==> config.mk <==
export PLATFORM = sky130hd
export DESIGN_NAME = mix_columns_engine
export DESIGN_NICKNAME = d
export VERILOG_FILES = /design/src/rtl/mix_columns_engine.sv
export SDC_FILE = /design/constraint.sdc
export NUM_CORES = 1
export LEC_CHECK = 0
export CORE_ASPECT_RATIO = 0.8
export CORE_MARGIN = 2
export CORE_UTILIZATION = 33
export CTS_CLUSTER_SIZE = 16
export DETAILED_ROUTE_END_ITERATION = 8
export GPL_TIMING_DRIVEN = 0
export PLACE_DENSITY = 0.82
export REMOVE_ABC_BUFFERS = 1
export SYNTH_ARGS = -nofsm -noshare
export SYNTH_HDL_FRONTEND = slang
export SYNTH_SLANG_ARGS = --single-unit
==> constraint.sdc <==
create_clock -name clk -period 1.7 [get_ports clk]
set_clock_uncertainty 0.15 [all_clocks]
set_input_delay 0.34 -clock clk [delete_from_list [all_inputs] [get_ports clk]]
set_output_delay 0.34 -clock clk [all_outputs]
set_load 0.03 [all_outputs]
==> src/rtl/mix_columns_engine.sv <==
// Iterative AES MixColumns / InvMixColumns engine with valid/ready handshakes.
// The captured state is transformed in place, COLS_PER_CYCLE columns per clock.
module mix_columns_engine #(
    parameter int COLS_PER_CYCLE = 1
) (
    input  logic         clk,
    input  logic         rst,
    input  logic         in_valid,
    output logic         in_ready,
    input  logic [1:0]   mode,
    input  logic [127:0] in_data,
    output logic         out_valid,
    input  logic         out_ready,
    output logic [127:0] out_data,
    output logic         busy
);

    generate
        if (COLS_PER_CYCLE != 1 && COLS_PER_CYCLE != 2 && COLS_PER_CYCLE != 4) begin : g_bad_cols
            $error("mix_columns_engine: COLS_PER_CYCLE must be 1, 2 or 4");
        end
    endgenerate

    localparam logic [1:0] IDLE = 2'd0;
    localparam logic [1:0] BUSY = 2'd1;
    localparam logic [1:0] DONE = 2'd2;

    // Column index wraps modulo 4, so a step of 4 is a step of 0.
    localparam logic [1:0] COL_STEP = 2'(COLS_PER_CYCLE);
    localparam logic [1:0] COL_LAST = 2'(4 - COLS_PER_CYCLE);

    logic [1:0]   state_p0;
    logic [1:0]   col_p0;
    logic [1:0]   mode_p0;
    logic [127:0] work_p0;
    logic [127:0] work_nxt;
    logic         accept;

    function automatic logic [7:0] xtime(input logic [7:0] b);
        return {b[6:0], 1'b0} ^ (b[7] ? 8'h1b : 8'h00);
    endfunction

    // One column through the forward or inverse matrix; every row is the
    // first row rotated right, so a single set of four multiples suffices.
    function automatic logic [31:0] mix_col(input logic [31:0] c, input logic inv);
        logic [7:0] a  [4];
        logic [7:0] f0 [4];
        logic [7:0] f1 [4];
        logic [7:0] f2 [4];
        logic [7:0] f3 [4];
        logic [7:0] x2, x4, x8;
        logic [31:0] r;
        r = '0;
        for (int i = 0; i < 4; i++) begin
            a[i] = c[31 - 8*i -: 8];
            x2 = xtime(a[i]);
            x4 = xtime(x2);
            x8 = xtime(x4);
            if (inv) begin
                f0[i] = x8 ^ x4 ^ x2;
                f1[i] = x8 ^ x2 ^ a[i];
                f2[i] = x8 ^ x4 ^ a[i];
                f3[i] = x8 ^ a[i];
            end else begin
                f0[i] = x2;
                f1[i] = x2 ^ a[i];
                f2[i] = a[i];
                f3[i] = a[i];
            end
        end
        for (int row = 0; row < 4; row++) begin
            r[31 - 8*row -: 8] = f0[2'(row)] ^ f1[2'(row + 1)] ^ f2[2'(row + 2)] ^ f3[2'(row + 3)];
        end
        return r;
    endfunction

    assign accept    = in_valid && in_ready;
    assign in_ready  = (state_p0 == IDLE) || ((state_p0 == DONE) && out_ready);
    assign out_valid = (state_p0 == DONE);
    assign busy      = (state_p0 != IDLE);
    assign out_data  = work_p0;

    always_comb begin
        logic [1:0] lane;
        int         base;
        lane     = '0;
        base     = 0;
        work_nxt = work_p0;
        if (!mode_p0[1]) begin
            for (int k = 0; k < COLS_PER_CYCLE; k++) begin
                lane = col_p0 + 2'(k);
                base = 96 - 32 * int'(lane);
                work_nxt[base +: 32] = mix_col(work_p0[base +: 32], mode_p0[0]);
            end
        end
    end

    // Stage p0: control state, column index and working state register
    always_ff @(posedge clk) begin
        if (rst) begin
            state_p0 <= IDLE;
            col_p0   <= '0;
            mode_p0  <= '0;
            work_p0  <= '0;
        end else begin
            case (state_p0)
                IDLE: begin
                    if (accept) state_p0 <= BUSY;
                end
                BUSY: begin
                    work_p0 <= work_nxt;
                    col_p0  <= col_p0 + COL_STEP;
                    if (col_p0 == COL_LAST) state_p0 <= DONE;
                end
                DONE: begin
                    if (accept)         state_p0 <= BUSY;
                    else if (out_ready) state_p0 <= IDLE;
                end
                default: state_p0 <= IDLE;
            endcase
            if (accept) begin
                col_p0  <= '0;
                mode_p0 <= mode;
                work_p0 <= in_data;
            end
        end
    end

endmodule

Word level (Yosys, flattened, before mapping)
Index checks and enable logic that the tools add are counted.
Widths: inputs -> output; s select.
{ "classes": {"add_sub_neg": 3, "multipliers": 0, "div": 0, "n_lt_le_gt_ge": 0, "n_eq_ne": 7, "shift": 2, "muxes": 9, "bitwise_logic": 0, "n_reduce_logical": 9} }
{ "ops": {"columns": ["operator", "n"], "rows": [
  ["$mux 128", 3],
  ["$bwmux 128", 1],
  ["$shift 32x33->128 const A", 1],
  ["$shiftx 1x33->128 const A", 1],
  ["$neg 8->33", 1],
  ["$mux 2", 4],
  ["$sub 7x7->8 const A", 1],
  ["$pmux 2 s3", 1],
  ["$eq 2x2->1 const B", 2],
  ["$ne 2x2->1 const B", 2],
  ["$reduce_bool 2->1", 2],
  ["$ne 3x1->1 const B", 1],
  ["$reduce_and 3->1", 1],
  ["$add 2x1->2 const B", 1],
  ["$eq 2x1->1 const B", 1],
  ["$logic_and 1x1->1", 2],
  ["$logic_not 2->1", 1],
  ["$ne 2x1->1 const B", 1],
  ["$reduce_and 2->1", 1],
  ["$reduce_or 2->1", 1],
  ["$logic_or 1x1->1", 1]
]} }
{ "word_totals": {"register_bits": 134, "latchBits": 0, "ram_bits": 0, "rom_bits": 0, "output_inout_bits": 131, "word_cells": 34, "mem_count": 0} }

Logic depth before layout (Yosys ltp)
Gate-level depths: netlist of run 1.
{ "logic_depth": {"depth_word": 7, "mapped_depth": 6, "depth_no_buf": 5} }

Worst setup path after synthesis of run 1
Ideal clock, no wire load.
{ "synth_timing": {"kind": "flip-flop to flip-flop", "start": "reg col_p0[1]", "end": "reg work_p0[64] (netlist: out_data[64])", "setup_ps": 60, "arrival_time_ps": 1435, "setup_slack_ps": 55, "path_stages_with_launch": 7, "n_path_buf": 1, "period_less_slack_ps": 1645, "cell_sequence": "dfxtp_1 -> inv_1 -> ha_1 -> nor4bb_2 -> nor4_4 -> buf_6 -> a22o_1"} }
{ "synth_between": {"elab_chain_len": 7} }
{ "synth_lines": {"columns": ["item", "line_no", "text"], "rows": [
  ["start: declaration", "33", "logic [1:0] col_p0;"],
  ["start signal: assignment", "112", "col_p0 <= col_p0 + COL_STEP;"],
  ["$sub 7x7->8 (*)", "92", "base = 96 - 32 * int'(lane);"],
  ["$neg 8->33 (*)", "93", "work_nxt[base +: 32] = mix_col(work_p0[base +: 32], mode_p0[0]);"],
  ["$shift 32x33->128 / $shiftx 1x33->128 (equally long branches)", "93", null],
  ["$bwmux 128 (*)", "93", null],
  ["$mux 128 (*)", "89", "if (!mode_p0[1]) begin"],
  ["$mux 128 (*)", "106", "case (state_p0)"],
  ["$mux 128 (*)", "121", "if (accept) begin"],
  ["end signal: assignment", "111", "work_p0 <= work_nxt;"],
  ["end signal: assignment", "124", "work_p0 <= in_data;"],
  ["end: declaration", "35", "logic [127:0] work_p0;"]
]} }
Every way passes the cells marked *; elsewhere a longest branch is shown, timed or not. The select of a mux whose other input is x is not followed.
A chain may end at the register's enable or synchronous reset.

Final worst setup path of run 1
{ "layout_timing": {"start": "reg col_p0[1]", "end": "reg work_p0[8] (netlist: out_data[8])"} }
The elaborated chain is that of the path after synthesis.

==> results summary, run 1 <==
The run finished, with violations left. The checks that failed: setup timing. Data arrives at the worst endpoint at 2.04 ns.

The area growth from synthesis to final layout came out at 87.2%. For this configuration, the core starts out at a cell density of 33.9%. The length of the first detailed-routing pass in iterations is 4. The number of setup violations in the final report is 104. After layout, the worst setup slack is -0.140 ns. The mean cell area of the mapped netlist is around 13 µm².

In this run the core area contains 37 standard-cell rows. The net count reported at finish came out at between 700 and 800. Entering global routing, the biggest net connects 32 pins.

The clock sink total came out at 133. The die is 133 µm wide. The first-pass GRT wire length is approximately 22000 µm.

The via count of the first global-routing pass was roughly 4300. STA puts the critical path data required time at ~1.9 ns. The remaining global-route overflow is 0. The critical path is of the reg2reg type. OpenSTA, run right after detailed placement, puts the worst setup slack at -1.37 ns. The core footprint is around 13000 µm².

Wires add up to between 10000 and 15000 µm. After clock tree synthesis, the clock-pin slew on the worst setup and hold paths is 0.06 ns. The share of synthesized area occupied by flip-flops and latches came out at about three fifths.

The worst-case register-to-register setup slack is -0.14 ns. The design draws between 0.008 and 0.009 W. The count of hold-fix buffers inserted at cts came out at 0. The number of primary I/O pins came out at 265. The post-route clock period utilization came out at 108%. The count of buffers added on input and output ports is approximately 260. The worst setup path is launched from a flop. The die footprint is about 14000 µm².

The maximum net fanout on the critical path is 6. The vertical extent of the die is around 110 µm. The post-route core utilization is between 60% and 70%. Dividing the detail-routed wire length by the instance count gives 17.4 µm. The multi-input gate area in the final layout is ~1600 µm². The relative max-transition margin is 45.7%. The clock period minus final worst setup slack is about 1.8 ns.

The leakage power total is 3.74 nW. The estimated wirelength of the detail-placed design came out at about 9500 µm. The final-layout fill cell count came out at 1007. The number of antenna diodes in the final layout is 0.

The number of endpoints with negative hold slack in the final report came out at 0. Max-cap violations in this run came to 0. The number of antenna violations at the first check in global routing came to 0. The count of antenna-violating nets left after detailed routing is 0. The largest buffer count on any clock path is 2. The worst setup path is captured at a flop. The total global-route track usage is approximately a fifth. The clock latency reported for the late side of the worst-skew pair came out at 0.40 ns. Sorting the synthesized cells by area gives the leading types as sky130_fd_sc_hd__dfxtp_1, sky130_fd_sc_hd__a22o_1, sky130_fd_sc_hd__buf_6, sky130_fd_sc_hd__nor4_4, sky130_fd_sc_hd__buf_2. The cell type with the highest aggregate area in the netlist is sky130_fd_sc_hd__dfxtp_1. After synthesis the netlist holds a flip-flop and latch count of around 130. The post-synthesis instance total came out at ~330.

The number of max-slew violations in the final report is 0. Summed over its instances, the top area cell type makes up 61.0% of the synthesized netlist area. In the routed design, unresolved DRC markers number 0. The total area of sequential cells came out at around 2700 µm².

The worst hold slack came out at 0.291 ns. The cell area after synthesis is ~4400 µm². The setup TNS after final layout came out at -5.71 ns. Setup repair after global routing could not meet its margin everywhere. In the layout the commonest cells are sky130_fd_sc_hd__clkdlybuf4s50_1, sky130_fd_sc_hd__dfxtp_1, sky130_fd_sc_hd__a22o_1. The clock tree root driver cell is sky130_fd_sc_hd__clkbuf_16. The maximum VDD drop came out at slightly above 0.8 mV.

The TritonCTS clock tree is built. Of the cells placed in the final design, the portion with a size suffix greater than 1 is approximately 17%. The class of the most critical hold timing path is in2reg. The final weighted congestion of routability-driven global placement is roughly 0.83. The clock tree synthesis step divided the H-tree into 4 levels. The CTS buffer count is 17. The distinct cell type count of the synthesized netlist came out at 26. The total vias in the final route is approximately 4000. The fmax is 544 MHz.

The number of design-rule violations left by the first detailed-router iteration is 150. At the pin with the least slew margin, the transition time is ~0.8 ns. For this design the ratio of total power to cell area is about 1100 nW/µm². For this run, the number of Yosys warnings is 0. The vias per cell is slightly below 5.
## sequential cells by signal (all words and copies together), names as in the netlist
signal,count
out_data,128
col_p0,2
state_p0,2
mode_p0,1
## cell families (layout without fill, tap and decap cells)
logic type | after synthesis | in the layout | synth area share [%]
buffers and inverters | 31 | 345 | 5.33
XOR/XNOR | 1 | 1 | 0.201
flip-flops | 133 | 133 | 61.0
AND/OR/NAND/NOR | 23 | 24 | 5.79
multiplexers | 1 | 1 | 0.229
adder cells (fa/ha/maj) | 4 | 4 | 1.15
AO/OA/AOI/OAI | 132 | 132 | 26.3
## routing by layer
| metal | track usage [%] | up-vias | wire [µm] |
|---|---|---|---|
| met5 | 0 | - | 0 |
| met4 | 9.06 | 0 | 330 |
| met3 | 7.47 | 26 | 1060 |
| met2 | 34.8 | 178 | 6960 |
| met1 | 22.2 | 1935 | 5800 |
| li1 | - | 1863 | - |
## stage by stage
step / cells / cell area, µm²
floorplan: 297 / 4140
global placement: 735 / 7000
detailed placement: 742 / 7130
CTS: 812 / 8140
global route: 815 / 8170
finish: 815 / 8170
## final timing paths
path           startpoint           end  depth (start not counted)
min             out_ready   state_p0[1]                          4
max reg2reg     col_p0[1]   out_data[8]                          8
max             col_p0[1]   out_data[8]                          8
min reg2reg  out_data[30]  out_data[30]                          1
## synth_stat cells (all sizes together)
| library cell | instances |
|---|---|
| a21oi | 1 |
| nand2b | 1 |
| nor3b | 1 |
| o21ba | 1 |
| xnor2 | 1 |
| nor2b | 2 |
| or3b | 1 |
| inv | 3 |
| or2 | 1 |
| a22oi | 1 |
| nor4bb | 1 |
| ha | 4 |
| and2b | 2 |
| a22o | 128 |
| o21ai | 1 |
| nor3 | 3 |
| and3b | 1 |
| buf | 28 |
| nor4 | 4 |
| mux2i | 1 |
| dfxtp | 133 |
| and4bb | 3 |
| nor2 | 3 |
## what timing repair did
action / in CTS / in global routing
buffers inserted: 31 / 4
gates resized for setup: 195 / 32
endpoints found under the setup margin: 259 / 151
pin swaps: 16 / 24
gates cloned: 8 / 0
## area by class of cell
| type | count | share of cell area [%] |
|---|---|---|
| sequential | 133 | 32.8 |
| clock inverter | 12 | 1.87 |
| inverter | 3 | 0.168 |
| timing repair buffer | 310 | 38.0 |
| clock buffer | 20 | 5.59 |
| multi-input combinational | 162 | 19.0 |
| tap | 175 | 2.68 |
## critical path, cell delays in order, from the launching register on
cell and delay (ns):
sky130_fd_sc_hd__dfxtp_4 0.35, sky130_fd_sc_hd__buf_6 0.12, sky130_fd_sc_hd__ha_4 0.15, sky130_fd_sc_hd__and4bb_1 0.21, sky130_fd_sc_hd__nor4_4 0.26, sky130_fd_sc_hd__buf_6 0.18, sky130_fd_sc_hd__buf_12 0.11, sky130_fd_sc_hd__buf_8 0.11
sky130_fd_sc_hd__a22o_1 0.13
## power by group
| part | total [W] | internal [W] | switching, W |
|---|---|---|---|
| Sequential | 0.00342 | 0.00331 | 0.000111 |
| Clock | 0.00373 | 0.00238 | 0.00135 |
| Combinational | 0.00159 | 0.000807 | 0.000784 |
| Total | 0.00874 | 0.00650 | 0.00224 |
Note: power is estimated with default switching activity, not from simulation.
==> run 2, diff against run 1 <==
Settings changed: GPL_ROUTABILITY_DRIVEN set to 0, MAX_ROUTING_LAYER set to met4.
==> run 2 against run 1 <==
  * Largest cell class unchanged
  * Critical endpoint unchanged
  * Die area is the same
  * Routed wire length barely moved
  * First-iteration DRC count is 15% higher
  * The flow still finishes with violations (setup timing)
  * Via count grew 0.30%
  * Total power decreased by 0.15%
  * Utilization hardly changed
==> results summary, run 2 (synthesis results as in run 1) <==
The average wire per standard cell came out at 17.4 µm (about the same). The die footprint is 14200 µm² (unchanged). The number of cell rows came out at 37 (unchanged).

The vias per cell came out at 4.93 (was 4.91). The number of setup violations in the final report was 103 (was 104). The via count of the first global-routing pass came out at 4259 (unchanged).

The type of destination of the critical path is a flop (unchanged). The switching share of power is 25.6% (was 25.7%). The relative contribution of the clock network to total power came out at 42.6% (was 42.7%). The post-route clock period utilization is 108% (about the same). The final wirelength came out at 14100 µm (about the same). The number of buffers added on ports came out at 263 (unchanged). The class of the most critical hold timing path is in2reg (unchanged).

The relative max-transition margin is 46.4% (was 45.7%). The startpoint type of the worst setup path was a flop (unchanged). The number of max-cap violations is 0 (unchanged). The flip-flop count of the largest register, all copies and words added came out at 128 (unchanged). The startpoint of the most critical hold path is out_ready (unchanged). The maximum cell stage delay along the critical path is 0.35 ns (about the same). The initial core utilization was 33.9% (unchanged). The post-placement cell count is 742 (unchanged). The number of primary I/O pins is 265 (unchanged). The clock sink total came out at 133 (unchanged). The post-route non-filler standard cell count is 815 (unchanged). The leakage power total is 3.74 nW (about the same). The remaining global-route overflow is 0 (unchanged).

The required time at the worst-slack endpoint is 1.90 ns (about the same). The number of antenna violations at the first check in global routing came out at 0 (unchanged). The first-pass GRT wire length came out at 22300 µm (about the same). The count of antenna-violating nets left after detailed routing came out at 0 (unchanged). The largest buffer count on any clock path is 2 (unchanged). The setup slack of the critical path after layout was -0.141 ns (was -0.140 ns). The most numerous cell on the critical path was sky130_fd_sc_hd__buf_6 (unchanged). Violations in the final reports: setup timing (unchanged). The part of the total power dissipated in sequential elements came out at 39.2% (was 39.1%). The switching power of the nets came out at 0.00223 W (was 0.00224 W). The maximum number of pins on one net before global-route repair came to 32 (unchanged). The pre-CTS worst setup slack came out at -1.37 ns (unchanged). The internal power consumption was 0.00650 W (about the same). The core footprint was 12900 µm² (unchanged).

The net count reported at finish came out at 765 (unchanged). The slew at the pin closest to its max-slew limit came out at 0.805 ns (was 0.815 ns). The CTS buffer count is 17 (unchanged). The area growth from synthesis to final layout came out at 87.2% (about the same).

The data arrival time of the critical path is 2.04 ns (about the same). The proportion of power drawn by combinational gates is 18.2% (about the same). The clock transition at the registers of the reported paths is 0.06 ns (about the same). The clock tree root driver cell is sky130_fd_sc_hd__clkbuf_16 (unchanged). The count of hold-fix buffers inserted at cts is 0 (unchanged). The TritonCTS clock tree is built (unchanged). The vertical extent of the die is 107 µm (unchanged). The total global-route track usage is 20.7% (was 20.1%). Commonest cells after routing, fill and taps aside: sky130_fd_sc_hd__clkdlybuf4s50_1, sky130_fd_sc_hd__dfxtp_1, sky130_fd_sc_hd__a22o_1 (unchanged). The estimated wirelength of the detail-placed design came to 9500 µm (unchanged). The width of the die is 133 µm (unchanged). The number of max-slew violations in the final report came out at 0 (unchanged). The clock latency reported for the late side of the worst-skew pair is 0.41 ns (was 0.40 ns). The fmax came out at 543 MHz (was 544 MHz). The ratio of total power to cell area came out at 1070 nW/µm² (about the same).

The diode insertion count for antenna repair was 0 (unchanged). Status: finished, violations left (unchanged). The number of design rule violations left after detail routing came out at 0 (unchanged). The number of endpoints with negative hold slack in the final report is 0 (unchanged). Ordered list of cells on the worst path: buf_6 -> ha_4 -> and4bb_1 -> nor4_4 -> buf_6 -> buf_12 -> buf_8 -> a22o_1 (unchanged). Unrepaired setup endpoints after global routing: true (unchanged). The maximum net fanout on the critical path came to 6 (unchanged). The share of layout cells above drive strength 1 is 17.2% (unchanged). The slowest stage cell on the critical path is sky130_fd_sc_hd__dfxtp_4 (unchanged). The maximum VDD drop is 0.822 mV (about the same). The clock period minus final worst setup slack is 1.84 ns (about the same). The startpoint of the worst register-to-register path is col_p0[1] (unchanged). The total vias in the final route was 4014 (was 4002).

The launch point of the worst path is col_p0[1] (unchanged). The length of the first detailed-routing pass in iterations came out at 4 (unchanged). The critical path class is reg2reg (unchanged). The number of design-rule violations left by the first detailed-router iteration is 173 (was 150).

The CTS H-tree depth came out at 4 (unchanged).
-- run 2: changes by cell type in the layout (fill, tap and decap cells not counted) --
cell	before	now
sky130_fd_sc_hd__dlygate4sd2_1	109	108
sky130_fd_sc_hd__clkdlybuf4s15_1	14	15
sky130_fd_sc_hd__buf_6	19	18
sky130_fd_sc_hd__buf_4	17	18
-- run 2: layout make-up --
type / instances / area (µm²)
clock buffers: 20 / 457
well taps: 175 / 219
multi-input cells: 162 / 1550
flip-flops and latches: 133 / 2680
fillers: 1008 / 4700
repair buffers: 310 / 3100
inverters: 3 / 13.8
clock inverters: 12 / 153
-- run 2: path summary, 6_finish.rpt --
| path | end | slack, ns | depth (start not counted) |
|---|---|---|---|
| max | out_data[8] | -0.14 | 8 |
| min | state_p0[1] | 0.29 | 4 |
| max reg2reg | out_data[8] | -0.14 | 8 |
| min reg2reg | out_data[30] | 0.32 | 1 |
-- run 2: critical path, delay by kind of cell (launching register included) --
family | cells | cell delay, ns
AOI/OAI and AO/OA | 1 | 0.13
adders and majority gates | 1 | 0.15
DFF | 1 | 0.35
buffers and inverters | 4 | 0.52
and+or+nand+nor | 2 | 0.47
-- run 2: per-stage QoR --
stage	util, %	power [W]	TNS (ns)	hold WS [ns]	instance area, µm²
finish	63.5	0.00873	-5.88	0.291	8170
floorplan	-	0.00416	-412.21	0.259	4140
global placement	54.4	0.00492	-688.88	0.306	7000
detailed placement	55.4	0.00499	-136.93	0.307	7130
global route	63.5	0.00905	-12.80	0.332	8170
CTS	63.3	0.00879	-8.03	0.259	8140
-- run 2: what timing repair did --
action | 4_1_cts | 5_1_grt
gates cloned | 8 | 0
endpoints found under the setup margin | 259 | 152
pin swaps | 16 | 24
buffers inserted | 31 | 4
endpoints found under the hold margin | 0 | 0
resized for setup | 195 | 32
-- run 2: routing by layer --
layer	GRT usage, %	vias up	routed length, µm
met4	9.06	0	308
met5	-	-	0
met2	34.7	187	6970
li1	-	1863	-
met1	22.7	1940	5840
met3	6.95	24	1020
-- run 2: power groups by stage --
| stage | sequential (W) | combinational, W | clock, W |
|---|---|---|---|
| after global routing | 0.00344 | 0.00167 | 0.00395 |
| final | 0.00342 | 0.00159 | 0.00372 |
| after detailed placement | 0.00349 | 0.00150 | 0 |
| after floorplan | 0.00384 | 0.000321 | 0 |
| after global placement | 0.00348 | 0.00144 | 0 |
| after CTS | 0.00342 | 0.00158 | 0.00379 |
==> run 3, diff against run 2 <==
Settings changed: SLEW_MARGIN set to 20.
==> run 3 against run 2 <==
  * The run still ends with setup timing left
  * Routed wire length up 8.0%
  * Sequential power about the same
  * Total power up 3.0%
  * Maximum frequency down 0.31%
  * Critical path depth unchanged
  * Combinational power up 5%
  * Cell count up 1.2%
  * Critical path type unchanged
  * Critical endpoint is now out_data[57]
==> results summary, run 3 (synthesis results as in run 1) <==
The CTS H-tree depth is 4 (unchanged). The post-route non-filler standard cell count is 825 (was 815). The class of the most critical hold timing path is in2reg (unchanged). The number of setup violations in the final report came to 98 (was 103). Ordered list of cells on the worst path: inv_4 -> buf_4 -> ha_4 -> and4bb_1 -> nor4_4 -> buf_6 -> buf_6 -> a22o_1 (was buf_6 -> ha_4 -> and4bb_1 -> nor4_4 -> buf_6 -> buf_12 -> buf_8 -> a22o_1). The critical path class is reg2reg (unchanged). The top layer used by detailed routing is met4 (unchanged). The count of antenna-violating nets left after detailed routing is 0 (unchanged). The estimated wirelength of the detail-placed design came out at 9760 µm (was 9500 µm). The remaining global-route overflow came to 0 (unchanged).

The number of endpoints with negative hold slack in the final report came to 0 (unchanged). The area growth from synthesis to final layout was 92.5% (was 87.2%). The post-route clock period utilization came out at 109% (was 108%). The number of primary I/O pins came to 265 (unchanged). The largest buffer count on any clock path was 2 (unchanged). The count of hold-fix buffers inserted at cts came out at 0 (unchanged).

The clock latency reported for the late side of the worst-skew pair is 0.41 ns (about the same). The total vias in the final route was 4095 (was 4014). Commonest cells after routing, fill and taps aside: sky130_fd_sc_hd__clkdlybuf4s50_1, sky130_fd_sc_hd__dfxtp_1, sky130_fd_sc_hd__a22o_1 (unchanged).

The flip-flop count of the largest register, all copies and words added is 128 (unchanged). The TritonCTS clock tree is built (unchanged). The startpoint type of the worst setup path was a flop (unchanged). The setup TNS after final layout was -7.59 ns (was -5.88 ns).

Unrepaired setup endpoints after global routing: true (unchanged). The met3 routed wirelength came out at 1330 µm (was 1020 µm). The first-pass GRT wire length is 23900 µm (was 22300 µm). The required time at the worst-slack endpoint came out at 1.90 ns (about the same). The average wire per standard cell came out at 18.5 µm (was 17.4 µm). The via count of the first global-routing pass is 4435 (was 4259). The met2 wire length is 7630 µm (was 6970 µm). The length of the first detailed-routing pass in iterations is 4 (unchanged). The share of layout cells above drive strength 1 is 19.5% (was 17.2%). The final-layout fill cell count is 946 (was 1008). The core footprint was 12900 µm² (unchanged). The vertical extent of the die came out at 107 µm (unchanged).

The type of destination of the critical path is a flop (unchanged). The maximum cell stage delay along the critical path is 0.38 ns (was 0.35 ns). The maximum number of pins on one net before global-route repair is 19 (was 32). The width of the die came out at 133 µm (unchanged).

The clock transition at the registers of the reported paths is 0.06 ns (about the same). The slowest stage cell on the critical path is sky130_fd_sc_hd__dfxtp_4 (unchanged). The detailed-routing wirelength on met1 came out at 6010 µm (was 5840 µm). The maximum VDD drop was 0.899 mV (was 0.822 mV). The initial core utilization came to 33.9% (unchanged). The most numerous cell on the critical path was sky130_fd_sc_hd__buf_6 (unchanged).

The die footprint was 14200 µm² (unchanged). The pre-CTS worst setup slack came out at -1.22 ns (was -1.37 ns). The post-placement cell count was 748 (was 742). The number of design-rule violations left by the first detailed-router iteration was 155 (was 173). Status: finished, violations left (unchanged). The CTS buffer count came out at 17 (unchanged).

The fmax came to 541 MHz (was 543 MHz). The final wirelength is 15300 µm (was 14100 µm). Violations in the final reports: setup timing (unchanged). The ratio of total power to cell area is 1070 nW/µm² (about the same). The total global-route track usage is 22.7% (was 20.7%). The number of antenna violations at the first check in global routing is 0 (unchanged). The worst hold slack is 0.220 ns (was 0.291 ns). The leakage power total was 3.68 nW (was 3.74 nW).

The post-route core utilization came out at 65.3% (was 63.5%). The maximum net fanout on the critical path came out at 5 (was 6). The clock period minus final worst setup slack came out at 1.85 ns (was 1.84 ns).

The clock sink total came out at 133 (unchanged). The number of max-cap violations came out at 0 (unchanged). The number of design rule violations left after detail routing was 0 (unchanged). The vias per cell is 4.96 (was 4.93). The clock tree root driver cell is sky130_fd_sc_hd__clkbuf_16 (unchanged).

The number of max-slew violations in the final report came out at 0 (unchanged). The net count reported at finish came out at 775 (was 765). The number of buffers added on ports came out at 263 (unchanged). The relative max-transition margin is 73.6% (was 46.4%). The slew at the pin closest to its max-slew limit is 0.396 ns (was 0.805 ns). The data arrival time of the critical path is 2.05 ns (was 2.04 ns). The diode insertion count for antenna repair is 0 (unchanged). The number of cell rows is 37 (unchanged). The setup slack of the critical path after layout is -0.147 ns (was -0.141 ns).
-- run 3: path summary, 6_finish.rpt --
check / start / end / slack, ns / cells past startpoint
worst max-delay path: col_p0[0] / out_data[57] / -0.15 / 8
worst min-delay path: rst / state_p0[1] / 0.22 / 2
worst max register to register: col_p0[0] / out_data[57] / -0.15 / 8
worst min register to register: out_data[30] / out_data[30] / 0.31 / 1
-- run 3: power breakdown --
part	total, W	switching [W]	leakage, nW	internal (W)
Clock	0.00389	0.00136	0.306	0.00253
Sequential	0.00343	0.000119	1.09	0.00331
Combinational	0.00167	0.000802	2.28	0.000864
Total	0.00899	0.00228	3.68	0.00670
-- run 3: critical path: cells and delay by family, from the launching register on --
family / cells / cell delay [ns]
AO/OA/AOI/OAI: 1 / 0.15
adder cells (fa/ha/maj): 1 / 0.14
buffers and inverters: 4 / 0.49
flip-flops: 1 / 0.38
AND/OR/NAND/NOR: 2 / 0.47
-- run 3: metrics by stage --
stage / total power, W / cell area [µm²]
finish: 0.00899 / 8400
global route: 0.00932 / 8400
CTS: 0.00903 / 8400
detailed placement: 0.00500 / 7170
global placement: 0.00492 / 7000
floorplan: 0.00416 / 4140
-- run 3: layout make-up --
cell class                 instances  area (µm²)  share of cell area, %
timing repair buffer             321        3310                   39.4
tap                              175         219                   2.61
clock inverter                    12         176                   2.10
sequential                       133        2680                   31.9
clock buffer                      20         457                   5.43
inverter                           3        16.3                  0.194
multi-input combinational        161        1550                   18.4
-- run 3: what timing repair did --
item | CTS | global route
pin swaps | 29 | 28
resized for setup | 225 | 80
cloned | 9 | 0
buffers inserted | 35 | 6
endpoints found under the hold margin | 0 | 0
setup endpoints to repair | 259 | 198
-- run 3: metal layers --
metal	global-route usage [%]	up-vias
met5	-	-
met4	8.76	0
met3	9.36	25
met2	38.0	204
met1	24.0	1981
li1	-	1885
